[config.mk]
export PLATFORM = sky130hd
export DESIGN_NAME = load_seq_ctrl_flat
export DESIGN_NICKNAME = d
export VERILOG_FILES = /design/src/rtl/load_seq_ctrl_if.sv /design/src/rtl/load_seq_ctrl.sv /design/src/flat_wrapper.sv
export SDC_FILE = /design/constraint.sdc
export NUM_CORES = 1
export LEC_CHECK = 0
export CAP_MARGIN = 25
export CORE_MARGIN = 2
export CORE_UTILIZATION = 50
export CTS_BUF_LIST = sky130_fd_sc_hd__clkbuf_2 sky130_fd_sc_hd__clkbuf_4 sky130_fd_sc_hd__clkbuf_8
export CTS_CLUSTER_DIAMETER = 120
export DETAILED_ROUTE_END_ITERATION = 10
export GPL_ROUTABILITY_DRIVEN = 1
export PLACE_DENSITY = 0.94
export SYNTH_ARGS = -nofsm -noshare
export SYNTH_HDL_FRONTEND = slang
export SYNTH_SLANG_ARGS = --single-unit
[constraint.sdc]
create_clock -name clk -period 4.6 [get_ports clk]
set_input_delay 0.46 -clock clk [delete_from_list [all_inputs] [get_ports clk]]
set_output_delay 0.46 -clock clk [all_outputs]
set_load 0.05 [all_outputs]
[src/rtl/load_seq_ctrl_if.sv]
// load_seq_ctrl_if: load request, data-memory read port and register writeback of the load sequencer.
interface load_seq_ctrl_if #(parameter int AW = 32);
    logic          req_valid;
    logic          req_ready;
    logic [2:0]    req_sel;
    logic [AW-1:0] req_addr;
    logic [31:0]   req_rt_old;
    logic [4:0]    req_dest;
    logic          flush;
    logic          mem_req;
    logic [AW-1:0] mem_addr;
    logic          mem_ack;
    logic [31:0]   mem_rdata;
    logic          wb_valid;
    logic [4:0]    wb_dest;
    logic [31:0]   wb_data;
    logic [3:0]    wb_be;
    logic          busy;
    logic          misalign_exc;
    logic          timeout_exc;
    modport slave (
        input  req_valid, req_sel, req_addr, req_rt_old, req_dest, flush, mem_ack, mem_rdata,
        output req_ready, mem_req, mem_addr, wb_valid, wb_dest, wb_data, wb_be, busy,
               misalign_exc, timeout_exc
    );
    modport master (
        output req_valid, req_sel, req_addr, req_rt_old, req_dest, flush, mem_ack, mem_rdata,
        input  req_ready, mem_req, mem_addr, wb_valid, wb_dest, wb_data, wb_be, busy,
               misalign_exc, timeout_exc
    );
endinterface

[src/rtl/load_seq_ctrl.sv]
// load_seq_ctrl: one-at-a-time load sequencer (read, align/extend/merge, writeback beat).
// Define LSU_TIMEOUT_EN to abort a read that waits TIMEOUT_CYCLES without mem_ack.
module load_seq_ctrl #(
    parameter int AW             = 32,
    parameter int TIMEOUT_CYCLES = 255
) (
    input  logic           clk,
    input  logic           rst_n,
    load_seq_ctrl_if.slave bus
);
    localparam logic [2:0] S_IDLE  = 3'd0;
    localparam logic [2:0] S_RD    = 3'd1;
    localparam logic [2:0] S_WB    = 3'd2;
    localparam logic [2:0] S_DRAIN = 3'd3;
    localparam logic [2:0] S_EXC   = 3'd4;

    logic [2:0]    r_state, w_next;
    logic [2:0]    r_sel;
    logic [1:0]    r_b;
    logic [31:0]   r_rt;
    logic [4:0]    r_dest;
    logic [AW-1:0] r_addr;
    logic [31:0]   r_wb_data;
    logic [3:0]    r_wb_be;
    logic          w_accept, w_mis, w_wait, w_tmo, w_capture;
    logic [7:0]    w_byte;
    logic [15:0]   w_half;
    logic [31:0]   w_src, w_mask, w_data;
    logic [3:0]    w_be;

    assign w_accept  = bus.req_valid && r_state == S_IDLE;
    assign w_mis     = ((bus.req_sel == 3'd0 || bus.req_sel == 3'd7) && |bus.req_addr[1:0]) ||
                       ((bus.req_sel == 3'd3 || bus.req_sel == 3'd4) && bus.req_addr[0]);
    assign w_wait    = r_state == S_RD || r_state == S_DRAIN;
    assign w_capture = r_state == S_RD && bus.mem_ack && !bus.flush;

`ifdef LSU_TIMEOUT_EN
    localparam int CW = $clog2(TIMEOUT_CYCLES + 1);
    logic [CW-1:0] r_cnt;
    logic          r_to;
    assign w_tmo = w_wait && !bus.mem_ack && r_cnt == CW'(TIMEOUT_CYCLES - 1);
    // Staying in RD/DRAIN implies no ack this cycle; any state change restarts the count.
    always_ff @(posedge clk or negedge rst_n) begin
        if (!rst_n) begin
            r_cnt <= '0;
            r_to  <= 1'b0;
        end else begin
            r_cnt <= (w_wait && w_next == r_state) ? r_cnt + 1'b1 : '0;
            r_to  <= w_tmo;
        end
    end
    assign bus.timeout_exc = r_to;
`else
    assign w_tmo           = 1'b0;
    assign bus.timeout_exc = 1'b0;
`endif

    always_comb begin
        w_next = r_state;
        case (r_state)
            S_IDLE:  w_next = w_accept ? (w_mis ? S_EXC : S_RD) : S_IDLE;
            S_RD:    w_next = bus.mem_ack ? (bus.flush ? S_IDLE : S_WB) :
                              w_tmo ? S_IDLE : bus.flush ? S_DRAIN : S_RD;
            S_DRAIN: w_next = (bus.mem_ack || w_tmo) ? S_IDLE : S_DRAIN;
            default: w_next = S_IDLE;
        endcase
    end

    // Result is formed from the live read word so it can be registered on the ack edge.
    always_comb begin
        w_byte = 8'(bus.mem_rdata >> {r_b, 3'b000});
        w_half = r_b[1] ? bus.mem_rdata[31:16] : bus.mem_rdata[15:0];
        w_be   = r_sel == 3'd5 ? 4'b1111 << r_b : r_sel == 3'd6 ? 4'b1111 >> ~r_b : 4'b1111;
        case (r_sel)
            3'd1:    w_src = {{24{w_byte[7]}}, w_byte};
            3'd2:    w_src = {24'd0, w_byte};
            3'd3:    w_src = {{16{w_half[15]}}, w_half};
            3'd4:    w_src = {16'd0, w_half};
            3'd5:    w_src = bus.mem_rdata << {r_b, 3'b000};
            3'd6:    w_src = bus.mem_rdata >> {~r_b, 3'b000};
            default: w_src = bus.mem_rdata;
        endcase
        w_mask = {{8{w_be[3]}}, {8{w_be[2]}}, {8{w_be[1]}}, {8{w_be[0]}}};
        w_data = (w_src & w_mask) | (r_rt & ~w_mask);
    end

    always_ff @(posedge clk or negedge rst_n) begin
        if (!rst_n) begin
            r_state   <= S_IDLE;
            r_sel     <= '0;
            r_b       <= '0;
            r_rt      <= '0;
            r_dest    <= '0;
            r_addr    <= '0;
            r_wb_data <= '0;
            r_wb_be   <= '0;
        end else begin
            r_state <= w_next;
            if (w_accept) begin
                r_sel  <= bus.req_sel;
                r_b    <= bus.req_addr[1:0];
                r_rt   <= bus.req_rt_old;
                r_dest <= bus.req_dest;
                r_addr <= {bus.req_addr[AW-1:2], 2'b00};
            end
            if (w_capture) begin
                r_wb_data <= w_data;
                r_wb_be   <= w_be;
            end
        end
    end

    assign bus.req_ready    = r_state == S_IDLE;
    assign bus.mem_req      = w_wait;
    assign bus.mem_addr     = r_addr;
    assign bus.wb_valid     = r_state == S_WB && !bus.flush;
    assign bus.wb_dest      = r_dest;
    assign bus.wb_data      = r_wb_data;
    assign bus.wb_be        = r_wb_be;
    assign bus.busy         = r_state != S_IDLE;
    assign bus.misalign_exc = r_state == S_EXC;
endmodule

[src/flat_wrapper.sv]
// flat-port wrapper written by rule: the top's interface ports become plain ports
module load_seq_ctrl_flat 
#(
    parameter int AW             = 32,
    parameter int TIMEOUT_CYCLES = 255
)
  (clk, rst_n, bus_req_valid, bus_req_sel, bus_req_addr, bus_req_rt_old, bus_req_dest, bus_flush, bus_mem_ack, bus_mem_rdata, bus_req_ready, bus_mem_req, bus_mem_addr, bus_wb_valid, bus_wb_dest, bus_wb_data, bus_wb_be, bus_busy, bus_misalign_exc, bus_timeout_exc);
  load_seq_ctrl_if #(.AW(AW)) bus_i ();
  input  logic clk;
  input  logic rst_n;
  input wire logic [$bits(bus_i.req_valid)-1:0] bus_req_valid;
  input wire logic [$bits(bus_i.req_sel)-1:0] bus_req_sel;
  input wire logic [$bits(bus_i.req_addr)-1:0] bus_req_addr;
  input wire logic [$bits(bus_i.req_rt_old)-1:0] bus_req_rt_old;
  input wire logic [$bits(bus_i.req_dest)-1:0] bus_req_dest;
  input wire logic [$bits(bus_i.flush)-1:0] bus_flush;
  input wire logic [$bits(bus_i.mem_ack)-1:0] bus_mem_ack;
  input wire logic [$bits(bus_i.mem_rdata)-1:0] bus_mem_rdata;
  output wire logic [$bits(bus_i.req_ready)-1:0] bus_req_ready;
  output wire logic [$bits(bus_i.mem_req)-1:0] bus_mem_req;
  output wire logic [$bits(bus_i.mem_addr)-1:0] bus_mem_addr;
  output wire logic [$bits(bus_i.wb_valid)-1:0] bus_wb_valid;
  output wire logic [$bits(bus_i.wb_dest)-1:0] bus_wb_dest;
  output wire logic [$bits(bus_i.wb_data)-1:0] bus_wb_data;
  output wire logic [$bits(bus_i.wb_be)-1:0] bus_wb_be;
  output wire logic [$bits(bus_i.busy)-1:0] bus_busy;
  output wire logic [$bits(bus_i.misalign_exc)-1:0] bus_misalign_exc;
  output wire logic [$bits(bus_i.timeout_exc)-1:0] bus_timeout_exc;
  assign bus_i.req_valid = bus_req_valid;
  assign bus_i.req_sel = bus_req_sel;
  assign bus_i.req_addr = bus_req_addr;
  assign bus_i.req_rt_old = bus_req_rt_old;
  assign bus_i.req_dest = bus_req_dest;
  assign bus_i.flush = bus_flush;
  assign bus_i.mem_ack = bus_mem_ack;
  assign bus_i.mem_rdata = bus_mem_rdata;
  assign bus_req_ready = bus_i.req_ready;
  assign bus_mem_req = bus_i.mem_req;
  assign bus_mem_addr = bus_i.mem_addr;
  assign bus_wb_valid = bus_i.wb_valid;
  assign bus_wb_dest = bus_i.wb_dest;
  assign bus_wb_data = bus_i.wb_data;
  assign bus_wb_be = bus_i.wb_be;
  assign bus_busy = bus_i.busy;
  assign bus_misalign_exc = bus_i.misalign_exc;
  assign bus_timeout_exc = bus_i.timeout_exc;
  load_seq_ctrl #(.AW(AW), .TIMEOUT_CYCLES(TIMEOUT_CYCLES)) u_core (.clk(clk), .rst_n(rst_n), .bus(bus_i));
endmodule
==> results.txt, run 1 <==
----------------------------------------------------
[Run status]
  Result of the run ... finished clean

[STA]
  Summed negative setup slack over all endpoints ... 0 ns
  Final hold slack ... 0.400 ns
  Final clock period utilization by the worst path ... 0.694
  Slew Viols, Final ... 0
  Final Hold Viols ... 0
  Tightest slew margin relative to the limit ... 0.284
  Final worst slack ... 1.41 ns
  Maximum operating frequency ... 0.313 GHz
  Clock Skews ... 0.0137 ns
  Least-Margin Pin Slew ... 1.07 ns
  Unrepaired setup endpoints after global routing ... no
  Setup violations, final ... 0
  Tmin final ... 3.19 ns

[Placed design]
  Pre-CTS WS ... 1.61 ns
  Routability congestion estimate ... 0.969
  DP HPWL ... 15500 um
  Number of buffers inserted by port buffering ... 184
  Number of instances in the placed design ... 1072

[Drt]
  Number of antenna-violating nets in the routed design ... 0
  Avg WL per Cell ... 19.8 um
  Mean number of vias per cell ... 6.16
  Drt drc ... 0
  Routed Wire Length ... 21600 um
  Total vias in the final route ... 6725
  Number of DRC markers after the initial detailed-route iteration ... 1051
  Number of search-and-repair iterations in the first detailed-routing pass ... 5

[Clock network]
  Clock insertion delay at the later pin of the skew report ... 0.40 ns
  Max Buffers Root-to-Sink ... 2
  Number of buffers added by the clock tree synthesis step ... 9
  H-tree levels ... 3
  Clock input transition at the sequential cells of the worst setup and hold paths ... 0.12 ns
  Clock tree from TritonCTS ... yes
  Clock root buffer ... sky130_fd_sc_hd__clkbuf_8
  Total clock sinks ... 111
  Post-cts sizing count ... 0

[Die]
  I/O Pins ... 188
  Die width ... 120 um
  Number of cell rows ... 42
  Placeable core region ... 13100 um2
  Starting Density ... 0.510
  Total Die Area ... 14300 um2
  Vertical die dimension ... 120 um

[Finish]
  Share of layout cells above drive strength 1 ... 0.0753
  Final Instance Count excl. Fillers ... 1092
  # nets final ... 1020
  Antenna Diode Count ... 0
  Syn-to-layout area delta ... 30.8%

[Synthesis]
  Post-synthesis async set-or-reset flop share ... 1.00
  Sequential share of the synthesized area ... 0.415
  Dominant synthesized flop cell ... sky130_fd_sc_hd__dfrtp_1
  Post-synthesis cell count ... 763
  Count of flip-flops with a built-in enable after synthesis ... 0
  Netlist area before placement ... 6700 um2
  Count of different cell masters after synthesis ... 72
  Yosys warns ... 0
  Post-synthesis register bit count ... 111
  Average cell area after synthesis ... 8.78 um2

[Global route]
  Via count of the first global-routing pass ... 6593
  Overflow after GRT ... 0
  Global-route usage over all layers ... 0.306
  Antenna violations before repair ... 0
  Global-route wire length before repair ... 34400 um
  Largest net degree at the start of global routing ... 77

[Power]
  Leakage power summed over all cells ... 3.72 nW
  Power consumption ... 5.90 mW
  Power Dens Cells ... 674 nW/um2
  Max rail drop VDD ... 0.449 mV

[Critical path]
  Critical path endpoint category ... flop
  Register-to-register setup slack ... 1.41 ns
  WP data required ... 4.87 ns
  Data arrival time of the critical path ... 3.47 ns
  Critical path fanouts, max ... 37
  Critical Path Source Type ... flop
  Type of the worst setup path ... reg -> reg

[Worst hold path]
  Kind of path behind the tightest hold check ... in -> async

[Run]
  Max-cap viol count ... 0

----------------------------------------------------
==> logic make-up (layout without fill, tap and decap cells) <==
| logic type | count (synthesis) | in the layout | share of synthesized area |
|---|---|---|---|
| DFF | 111 | 111 | 0.415 |
| buffers and inverters | 70 | 221 | 0.0622 |
| AOI/OAI and AO/OA | 204 | 204 | 0.222 |
| and+or+nand+nor | 350 | 350 | 0.242 |
| muxes | 25 | 25 | 0.0553 |
| other | 1 | 3 | 0.000560 |
| xor gates and xnor gates | 2 | 2 | 0.00262 |
==> what timing repair did <==
action | in CTS | in global routing
endpoints found under the setup margin | 0 | 0
endpoints found under the hold margin | 0 | 4
hold buffers | 0 | 1
buffers inserted | 0 | 0
==> cell usage after synthesis (all sizes together), types with 9 or more instances <==
cell | number | share of area
a211oi | 12 | 0.015
a21oi | 24 | 0.020
a221oi | 10 | 0.014
a22oi | 13 | 0.015
a32o | 10 | 0.015
buf | 47 | 0.049
clkbuf | 15 | 0.0084
dfrtp | 111 | 0.41
mux2i | 10 | 0.015
mux4 | 9 | 0.030
nand2 | 243 | 0.14
nand3 | 22 | 0.017
nor2 | 23 | 0.014
nor2b | 9 | 0.0084
o211ai | 17 | 0.019
o21ai | 56 | 0.044
==> critical path: stages, from the launching register on <==
cell	delay [ns]
sky130_fd_sc_hd__dfrtp_1	1.07
sky130_fd_sc_hd__inv_2	0.32
sky130_fd_sc_hd__a21oi_2	0.92
sky130_fd_sc_hd__o21ai_4	0.27
sky130_fd_sc_hd__o221ai_1	0.37
sky130_fd_sc_hd__nand3_1	0.12
==> cell type report <==
type                       instances  area [um2]
clock buffer                      10         138
clock inverter                     6        76.3
fill                            1046        4380
inverter                           8        30.0
multi-input combinational        584        3510
sequential                       111        2780
tap                              176         220
timing repair buffer             197        2000
==> cells in the final DEF (no fill, tap or decap), types with 5 or more instances in the layout <==
| cell | instances |
|---|---|
| sky130_fd_sc_hd__o22ai_1 | 5 |
| sky130_fd_sc_hd__clkbuf_8 | 10 |
| sky130_fd_sc_hd__a32oi_1 | 7 |
| sky130_fd_sc_hd__o21ai_1 | 30 |
| sky130_fd_sc_hd__and3_1 | 5 |
| sky130_fd_sc_hd__buf_4 | 10 |
| sky130_fd_sc_hd__a22oi_1 | 13 |
| sky130_fd_sc_hd__o2111ai_1 | 5 |
| sky130_fd_sc_hd__o211ai_1 | 17 |
| sky130_fd_sc_hd__a21oi_1 | 22 |
| sky130_fd_sc_hd__nand3_1 | 21 |
| sky130_fd_sc_hd__nor2_1 | 21 |
| sky130_fd_sc_hd__and4b_1 | 8 |
| sky130_fd_sc_hd__dfrtp_1 | 110 |
| sky130_fd_sc_hd__a32o_1 | 10 |
| sky130_fd_sc_hd__and3b_1 | 5 |
| sky130_fd_sc_hd__a2bb2oi_1 | 7 |
| sky130_fd_sc_hd__and2_1 | 5 |
| sky130_fd_sc_hd__a211oi_1 | 11 |
| sky130_fd_sc_hd__mux4_2 | 9 |
| sky130_fd_sc_hd__a31oi_1 | 8 |
| sky130_fd_sc_hd__mux2_2 | 6 |
| sky130_fd_sc_hd__nand2_1 | 240 |
| sky130_fd_sc_hd__a22o_1 | 7 |
| sky130_fd_sc_hd__a221o_1 | 7 |
| sky130_fd_sc_hd__clkdlybuf4s50_1 | 183 |
| sky130_fd_sc_hd__o21ai_0 | 24 |
| sky130_fd_sc_hd__mux2i_1 | 10 |
| sky130_fd_sc_hd__a221oi_1 | 9 |
| sky130_fd_sc_hd__nor2b_1 | 9 |
| sky130_fd_sc_hd__inv_1 | 7 |
==> registers in the layout, indices dropped and copies added (netlist names) <==
signal and flops:
u_core.bus.wb_dest 5, u_core.r_state 3, u_core.bus.wb_data 32, u_core.r_sel 3, u_core.bus.mem_addr 30, u_core.r_rt 32, u_core.r_b 2, u_core.bus.wb_be 4
==> power breakdown <==
group	total, mW	internal, mW	switching, mW
combinational	3.53	1.26	2.28
clock	0.640	0.277	0.364
sequential	1.73	1.37	0.356
total	5.90	2.91	3.00
==> through the flow <==
stage	util	instance area [um2]
after global placement	0.643	8440
after global routing	0.666	8760
final	0.666	8760
after CTS	0.661	8680
after detailed placement	0.645	8470
after floorplan	-	6700
==> final timing paths <==
path	endpoint	from	cells after the start
hold / removal	u_core.bus.wb_be[2]$_DFFE_PN0P_	rst_n	2
min in group clk	u_core.r_rt[12]$_DFFE_PN0N_	u_core.r_rt[12]$_DFFE_PN0N_	2
max in group asynchronous	u_core.bus.wb_data[28]$_DFFE_PN0P_	rst_n	4
hold reg to reg	u_core.r_rt[12]$_DFFE_PN0N_	u_core.r_rt[12]$_DFFE_PN0N_	2
setup reg to reg	u_core.bus.wb_data[13]$_DFFE_PN0P_	u_core.r_sel[2]$_DFFE_PN0N_	5
setup / recovery	u_core.bus.wb_data[13]$_DFFE_PN0P_	u_core.r_sel[2]$_DFFE_PN0N_	5
==> layer usage <==
| layer | up-vias | GRT usage | wire length (um) |
|---|---|---|---|
| met3 | 77 | 0.0903 | 2510 |
| met1 | 3186 | 0.398 | 8300 |
| met5 | - | 0 | 0 |
| li1 | 3036 | - | - |
| met4 | 0 | 0.104 | 694 |
| met2 | 426 | 0.489 | 10100 |
(Power assumes the default switching activity.)
==> run 2, diff against run 1 <==
Settings changed: CORE_UTILIZATION 50 to 45, PLACE_DENSITY 0.94 to 0.9.
Clock period 4.6 ns to 2.9 ns, I/O delays scaled along.
==> run 2 against run 1 <==
  * Clock power increased by 69%
  * Die area increased by 11%
  * Combinational power increased by 62%
  * Register-to-register slack got worse by 0.91 ns
  * Largest cell class unchanged
  * First-iteration DRC count decreased by 37%
  * Via count decreased by 1.4%
  * Non-clock buffer count increased by 11
==> results.txt, run 2 (synthesis gave the netlist of run 1 again) <==
----------------------------------------------------
[Critical path]
  Data arrival time of the critical path ... 2.16 ns (-1.31 ns)
  R2R cell count ... 6 (+1)
  Critical path endpoint category ... output pin
  Startpoint of the worst register-to-register path ... u_core.r_sel[0]$_DFFE_PN0N_
  Destination of the worst register-to-register timing path ... u_core.bus.wb_data[6]$_DFFE_PN0P_
  Highest-delay cell along the critical path ... sky130_fd_sc_hd__clkdlybuf4s50_1
  Critical path fanouts, max ... 5 (-86%)
  Worst setup path startpoint ... u_core.r_state[1]$_DFF_PN0_
  Highest cell delay on the worst timing path ... 0.89 ns (-0.18 ns)
  Register-to-register setup slack ... 0.50 ns (-0.91 ns)
  List of cells traversed by the critical path ... nor3_1 > clkdlybuf4s50_1
  Type of the worst setup path ... reg -> out
  WP data required ... 2.61 ns (-2.26 ns)
  Critical Path Source Type ... flop

[Die]
  Placeable core region ... 14500 um2 (+11%)
  Starting Density ... 0.461 (-0.0490)
  Vertical die dimension ... 126 um (+5.2%)
  Die width ... 126 um (+5.2%)
  I/O Pins ... 188 (unchanged)
  Total Die Area ... 15900 um2 (+11%)
  Number of cell rows ... 44 (+4.8%)

[Placed design]
  Number of buffers inserted by port buffering ... 184 (unchanged)
  Pre-CTS WS ... 0.556 ns (-1.05 ns)
  Routability congestion estimate ... 1.04 (+7.2%)
  DP HPWL ... 15400 um (-0.74%)

[Global route]
  Global-route usage over all layers ... 0.273 (-0.0325)
  Antenna violations before repair ... 0 (unchanged)
  Overflow after GRT ... 0 (unchanged)
  Largest net degree at the start of global routing ... 112 (+45%)
  Via count of the first global-routing pass ... 6533 (-0.91%)
  Global-route wire length before repair ... 34500 um (+0.36%)

[STA]
  Tightest slew margin relative to the limit ... 0.384 (+0.0998)
  Final Hold Viols ... 0 (unchanged)
  Tmin final ... 2.45 ns
  Setup violations, final ... 0 (unchanged)
  Final worst slack ... 0.447 ns (-0.962 ns)
  Unrepaired setup endpoints after global routing ... no
  Final clock period utilization by the worst path ... 0.846
  Clock Skews ... 0.0143 ns (+0.000668 ns)
  Maximum operating frequency ... 0.408 GHz
  Least-Margin Pin Slew ... 0.924 ns (-0.150 ns)
  Summed negative setup slack over all endpoints ... 0 ns (unchanged)
  Slew Viols, Final ... 0 (unchanged)

[Worst hold path]
  Hold path startpoint ... bus_req_rt_old[14]
  Count of cells along the worst hold path ... 3
  Kind of path behind the tightest hold check ... in -> reg
  Capture endpoint of the worst hold path ... u_core.r_rt[14]$_DFFE_PN0N_

[Finish]
  Antenna Diode Count ... 0 (unchanged)
  Top library cells by usage in the layout, fill and taps aside ... sky130_fd_sc_hd__nand2_1 (240), sky130_fd_sc_hd__clkdlybuf4s50_1 (183), sky130_fd_sc_hd__dfrtp_1 (110)
  # nets final ... 1031 (+1.1%)
  Share of layout cells above drive strength 1 ... 0.0863 (+0.0110)
  Syn-to-layout area delta ... 32.0%
  Most frequent standard cell in the layout excluding fill and tap cells ... sky130_fd_sc_hd__nand2_1

[Run]
  Max-cap viol count ... 0 (unchanged)

[Power]
  Power Dens Cells ... 1070 nW/um2 (+59%)
  Max rail drop VDD ... 0.692 mV (+54%)
  Power consumption ... 9.46 mW (+60%)
  Leakage power summed over all cells ... 3.77 nW (+1.3%)

[Drt]
  Number of DRC markers after the initial detailed-route iteration ... 665 (-37%)
  Number of antenna-violating nets in the routed design ... 0 (unchanged)
  Mean number of vias per cell ... 5.97 (-3.1%)
  Total vias in the final route ... 6631 (-1.4%)
  Drt drc ... 0 (unchanged)
  Avg WL per Cell ... 19.5 um (-1.4%)
  Number of search-and-repair iterations in the first detailed-routing pass ... 5 (unchanged)
  Routed Wire Length ... 21700 um (+0.34%)

[Clock network]
  Total clock sinks ... 111 (unchanged)
  Clock tree from TritonCTS ... yes
  H-tree levels ... 3 (unchanged)
  Number of buffers added by the clock tree synthesis step ... 9 (unchanged)
  Clock root buffer ... sky130_fd_sc_hd__clkbuf_8
  Clock insertion delay at the later pin of the skew report ... 0.41 ns (about the same)
  Clock input transition at the sequential cells of the worst setup and hold paths ... 0.11 ns (about the same)
  Max Buffers Root-to-Sink ... 2 (unchanged)

[Run status]
  Result of the run ... finished clean

----------------------------------------------------
run 2: cell count changes in the layout (fill, tap and decap cells not counted):
cell                         previous run  this run
sky130_fd_sc_hd__clkbuf_8              10         9
sky130_fd_sc_hd__buf_4                 10        21
sky130_fd_sc_hd__buf_16                 3         0
sky130_fd_sc_hd__buf_12                 0         3
sky130_fd_sc_hd__inv_8                  1         2
sky130_fd_sc_hd__bufinv_16              1         2
sky130_fd_sc_hd__inv_6                  2         1
sky130_fd_sc_hd__clkinvlp_4             0         1
sky130_fd_sc_hd__clkinv_2               0         1
sky130_fd_sc_hd__clkinv_4               2         0
run 2: worst max-delay path by stage:
stage / to / slack [ns]
2_1_floorplan: bus_busy / 0.39
3_3_place_gp: u_core.bus.wb_data[18]$_DFFE_PN0P_ / 0.61
3_5_place_dp: u_core.bus.wb_data[16]$_DFFE_PN0P_ / 0.56
4_1_cts: bus_req_ready / 0.43
5_1_grt: bus_req_ready / 0.31
6_report: bus_req_ready / 0.45
run 2: layer usage:
| layer | routed length [um] | GRT usage | up-vias | share of wire |
|---|---|---|---|---|
| li1 | - | - | 3055 | - |
| met1 | 8290 | 0.340 | 3086 | 0.38 |
| met2 | 9870 | 0.425 | 401 | 0.45 |
| met3 | 2360 | 0.0879 | 89 | 0.11 |
| met4 | 1180 | 0.144 | 0 | 0.054 |
| met5 | 0 | 0 | - | 0 |
run 2: layout make-up:
cell class / instances / area, um2
Multi-Input combinational cell: 584 / 3510
Clock buffer: 9 / 124
Clock inverter: 7 / 104
Sequential cell: 111 / 2780
Inverter: 8 / 30.0
Fill cell: 1272 / 5690
Tap cell: 184 / 230
Timing Repair Buffer: 208 / 2060
run 2: worst max-delay path: cells and delay by family (launching register included):
kind	cells	cell delay (ns)
buffers and inverters	1	0.89
flip-flops	1	0.44
AND/OR/NAND/NOR	1	0.43
run 2: power by group:
part           internal, mW  switching (mW)  leakage [nW]  total [mW]
Combinational          2.05            3.68          2.28        5.73
Sequential             2.18           0.474          1.37        2.65
Clock                 0.500           0.579         0.114        1.08
Total                  4.73            4.74          3.77        9.46
run 2: timing repair:
| action | 4_1_cts | 5_1_grt |
|---|---|---|
| hold endpoints to repair | 103 | 0 |
| hold buffers | 1 | 0 |
| buffers inserted | 0 | 0 |
| gates resized for setup | 0 | 0 |
| setup endpoints to repair | 0 | 0 |
run 2: per-stage QoR:
stage	instances	cell area [um2]	utilization	hold WS, ns
floorplan	765	6700	-	-0.00559
global placement	1094	8600	0.592	0.408
detailed placement	1094	8600	0.592	0.404
CTS	1111	8840	0.608	0.379
global route	1111	8840	0.608	0.389
finish	1111	8840	0.608	0.396
